### config.mk
export PLATFORM = sky130hd
export DESIGN_NAME = gamepad_responder
export DESIGN_NICKNAME = d
export VERILOG_FILES = /design/src/rtl/gamepad_responder.sv
export SDC_FILE = /design/constraint.sdc
export NUM_CORES = 1
export LEC_CHECK = 0
export CORE_MARGIN = 5
export CORE_UTILIZATION = 45
export DETAILED_ROUTE_END_ITERATION = 12
export PLACE_DENSITY = 0.71
export SETUP_SLACK_MARGIN = 0.15
export SYNTH_ARGS = -nofsm -noshare
export SYNTH_HDL_FRONTEND = slang
export SYNTH_SLANG_ARGS = --single-unit
### constraint.sdc
create_clock -name clk -period 1.7 [get_ports clk]
set_input_delay 0.34 -clock clk [delete_from_list [all_inputs] [get_ports clk]]
set_output_delay 0.34 -clock clk [all_outputs]
set_load 0.02 [all_outputs]
### src/rtl/gamepad_responder.sv
// NES/SNES controller emulator: answers a latch/clock serial reader with the
// button state, LSB first and active low. Pad pins are synchronised to clk.
module gamepad_responder #(
  parameter int SHIFT_BITS  = 8,
  parameter int SYNC_STAGES = 2
) (
  input  logic                          clk,
  input  logic                          rst_n,
  input  logic [SHIFT_BITS-1:0]         buttons,
  input  logic                          pad_latch,
  input  logic                          pad_clk,
  output logic                          pad_data,
  output logic                          frame_strobe,
  output logic                          frame_done,
  output logic [$clog2(SHIFT_BITS):0]   bit_index
);

  localparam int IW = $clog2(SHIFT_BITS) + 1;
  localparam logic [IW-1:0] LAST_IDX = IW'(SHIFT_BITS - 1);

  typedef enum logic [1:0] {IDLE, LOAD, SHIFT, DONE} state_e;

  state_e                  state_q, state_d;
  logic [SYNC_STAGES-1:0]  lat_sync_q, pclk_sync_q;
  logic                    lat_prev_q, pclk_prev_q;
  logic [SHIFT_BITS-1:0]   sr_q, sr_d;
  logic [IW-1:0]           idx_q, idx_d;
  logic                    pd_q, pd_d;
  logic                    fs_q, fs_d;
  logic                    fd_q, fd_d;

  logic lat_s, pclk_s, lat_fall, pclk_rise;

  assign lat_s     = lat_sync_q[SYNC_STAGES-1];
  assign pclk_s    = pclk_sync_q[SYNC_STAGES-1];
  assign lat_fall  = lat_prev_q & ~lat_s;
  assign pclk_rise = pclk_s & ~pclk_prev_q;

  always_ff @(posedge clk or negedge rst_n) begin
    if (!rst_n) begin
      lat_sync_q  <= '0;
      pclk_sync_q <= '0;
      lat_prev_q  <= 1'b0;
      pclk_prev_q <= 1'b0;
    end else begin
      lat_sync_q  <= {lat_sync_q[SYNC_STAGES-2:0], pad_latch};
      pclk_sync_q <= {pclk_sync_q[SYNC_STAGES-2:0], pad_clk};
      lat_prev_q  <= lat_s;
      pclk_prev_q <= pclk_s;
    end
  end

  // State register
  always_ff @(posedge clk or negedge rst_n) begin
    if (!rst_n) state_q <= IDLE;
    else        state_q <= state_d;
  end

  // Next state: a synced latch high wins from every state
  always_comb begin
    state_d = state_q;
    if (lat_s) begin
      state_d = LOAD;
    end else begin
      case (state_q)
        LOAD:    if (lat_fall) state_d = SHIFT;
        SHIFT:   if (pclk_rise && idx_q == LAST_IDX) state_d = DONE;
        default: ;
      endcase
    end
  end

  // Datapath and strobes
  always_comb begin
    sr_d  = sr_q;
    idx_d = idx_q;
    fs_d  = 1'b0;
    fd_d  = 1'b0;
    pd_d  = (state_q == IDLE || state_q == DONE) ? 1'b1 : sr_q[0];
    if (lat_s) begin
      sr_d  = ~buttons;
      idx_d = '0;
    end else begin
      case (state_q)
        LOAD:  fs_d = lat_fall;
        SHIFT: if (pclk_rise) begin
          sr_d  = {1'b1, sr_q[SHIFT_BITS-1:1]};
          idx_d = idx_q + 1'b1;
          fd_d  = (idx_q == LAST_IDX);
        end
        default: ;
      endcase
    end
  end

  always_ff @(posedge clk or negedge rst_n) begin
    if (!rst_n) begin
      sr_q  <= '1;
      idx_q <= '0;
      pd_q  <= 1'b1;
      fs_q  <= 1'b0;
      fd_q  <= 1'b0;
    end else begin
      sr_q  <= sr_d;
      idx_q <= idx_d;
      pd_q  <= pd_d;
      fs_q  <= fs_d;
      fd_q  <= fd_d;
    end
  end

  assign pad_data     = pd_q;
  assign frame_strobe = fs_q;
  assign frame_done   = fd_q;
  assign bit_index    = idx_q;

endmodule

==> results.md <==
- Tightest Pin Transition: 0.327 ns
- Initial antenna violation count: 0
- Number of routed nets with antenna violations: 0
- Synth Area in Adders: 0.0396
- Diodes inserted: 0
- Setup TNS: 0 ns
- Compound-cell area share of the yosys netlist: 0.0528
- Clock Sinks: 23
- Async SR Flop Fraction: 1.00
- Synth Cell Area: ~950 sq um
- Power per Cell Area: between 800 and 900 nW/um^2
- Vias per cell: between 4 and 5
- Post-DP HPWL: approximately 1200 um
- Simple-gate portion of the synthesized area: 0.0859
- Share of cells above drive strength 1: 0.253
- Switch Pwr: around 280 uW
- Yosys top cell by area: dfrtp_1
- Worst setup EP type: register
- Clk slew on worst S/H paths: ~0.13 ns
- RD Place Congestion: 0.760
- Part of the cycle the worst path needs: 0.877
- Post-synthesis cell type count: 23
- DRT iter0 DRCs: 6
- Number of hold buffers added after cts: 0
- Worst Path Max Fanout: 5
- Post-layout net count: ~120
- Switching Fraction: 0.261
- Critical Path AT: 1.73 ns
- Synth top area share: 0.370
- WL final: approximately 1700 um
- Total Routing Usage GR: 0.118
- Most common cell in the synthesized netlist: mux2i_1
- Critical Path Start Type: register
- Max clock buf depth: 2
- DRC Markers: 0
- Site row count: 16
- # IOs: 19
- Seq cells post-synth: 23
- Worst VDD drop: around 0.77 mV
- Synth top area cells: dfrtp_1 (37%), dfstp_2 (25%), mux2i_1 (16%), ha_1 (4.0%), nor2_1 (2.4%)
- Combinational Power Share: 0.183
- Overflow after GRT: 0
- Core area: 1980 sq um
- Seq pwr share: 0.585
- Number of synthesized flops with an enable pin: 0
- Syn_nets: 86
- Leakage Power: 0.000623 uW
- Root Buffer: clkbuf_4
- Starting Density: 0.478
- Via count: 620
- Peak Freq: between 0.6 and 0.7 GHz
- Syn_area_per_cell: about 13 sq um
- Internal Pwr Total: ~800 uW
- Final core utilization: 0.629
- Largest family of logic cells by synthesized area: multiplexers
- CTS tree: done
- Largest net degree at the start of global routing: 24
- Vias in the first global route: about 670
- YS warnings: 0
- Tmin final: between 1 and 1.5 ns
- Die Area: 3120 sq um
- Slew Viols, Final: 0
- Worst EP required: about 1.9 ns
- Ys flop type: dfrtp_1
- Worst skew pair latency: between 0.3 and 0.4 ns
- Min-delay worst type: in2async
- CTS Buf Count: 3
- Worst relative slew slack: 0.781
- Die Ht: 55.9 um
- Register area share after synthesis: 0.620
- Post-synth top cells: mux2i_1 (15), dfrtp_1 (14), dfstp_2 (9)
- Die X-Extent: 55.9 um
- H-tree depth: 1
- First-pass GRT wire length: 2840 um
- XOR/XNOR Fraction of Synth Area: 0.0185
- Final Power: around 1100 uW
- Setup Crit Path Kind: reg2reg
- # setup viols final: 0
- Unrepaired setup endpoints after global routing: false
- Maxcap violations: 0
- Synth Instances: 71
- Multiplexer share of the synthesized area: 0.159
- WL/cell: around 14 um
- Port Buf Inserts: 18
- Layout area overhead: 31.7%
- Status: finished clean
- Clock share of power: 0.232
- DRT Pass-1 Iters: 4
- Final hold viol count: 0
- Final Skew: 0.0102 ns
path summary, 6_finish.rpt:
| path | from | end | slack, ns | depth (start not counted) |
|---|---|---|---|---|
| hold reg to reg | lat_sync_q[0] | lat_sync_q[1] | 0.37 | 0 |
| hold / removal | rst_n | lat_prev_q | 0.35 | 2 |
| min in group clk | lat_sync_q[0] | lat_sync_q[1] | 0.37 | 0 |
| setup reg to reg | state_q[0] | bit_index[3] | 0.21 | 6 |
| max in group asynchronous | rst_n | sr_q[2] | 1.07 | 2 |
| setup / recovery | state_q[0] | bit_index[3] | 0.21 | 6 |
power by group through the flow:
stage	clock network (uW)	logic (uW)	registers (uW)
CTS	255	175	634
global placement	0	167	643
global route	288	217	641
detailed placement	0	174	645
finish	251	199	634
floorplan	0	83.7	651
layout by cell type (no fill, tap or decap), types with 2 or more instances in the layout:
master,instances
a21oi_1,2
buf_4,8
clkbuf_4,3
clkdlybuf4s50_1,11
dfrtp_1,14
dfstp_2,9
dlygate4sd2_1,7
ha_1,2
inv_1,3
mux2i_1,15
nand2_1,2
nor2_1,6
o21ai_0,2
xor2_1,2
critical path: stages, from the launching register on:
cell	delay, ns
dfrtp_1	0.41
inv_1	0.07
ha_2	0.18
nand3b_1	0.11
buf_4	0.17
or3_1	0.33
a21oi_1	0.14
logic make-up after synthesis:
family	Yosys count
fa+ha+maj	3
xor+xnor	2
simple gates	15
flops	23
mux	15
compound gates	7
buf+inv	6
state kept, by name, summed over array words and instances, names as in the netlist:
| name | cells |
|---|---|
| state_q | 2 |
| lat_sync_q | 2 |
| frame_done | 1 |
| bit_index | 4 |
| lat_prev_q | 1 |
| frame_strobe | 1 |
| sr_q | 8 |
| pclk_prev_q | 1 |
| pad_data | 1 |
| pclk_sync_q | 2 |
repair_timing:
action,in CTS,in global routing
gates resized for setup,7,2
buffers inserted,1,2
pin swaps,0,2
endpoints found under the setup margin,8,4
stage by stage:
stage | cells | setup slack (ns) | hold slack, ns | cell area (sq um)
final | 126 | 0.210 | 0.353 | 1250
after global routing | 126 | 0.112 | 0.349 | 1250
after CTS | 124 | 0.171 | 0.363 | 1220
after detailed placement | 119 | 0.177 | 0.343 | 1190
after global placement | 119 | 0.250 | 0.335 | 1190
after floorplan | 71 | 0.258 | 0.0444 | 947
layer usage:
| metal | GRT usage | wire [um] | vias to the layer above |
|---|---|---|---|
| met4 | 0.0508 | 30 | 0 |
| met3 | 0.0534 | 98 | 4 |
| met2 | 0.194 | 850 | 23 |
| li1 | - | - | 301 |
| met5 | 0 | 0 | - |
| met1 | 0.131 | 725 | 292 |
layout make-up:
type                       count  area [sq um]
clock buffer                   3          22.5
clock inverter                 1          7.51
fill                         159           734
inverter                       4          15.0
multi-input combinational     42           350
sequential                    23           587
tap                           27          33.8
timing repair buffer          26           231
No activity file was read; power rests on OpenSTA's default activity.
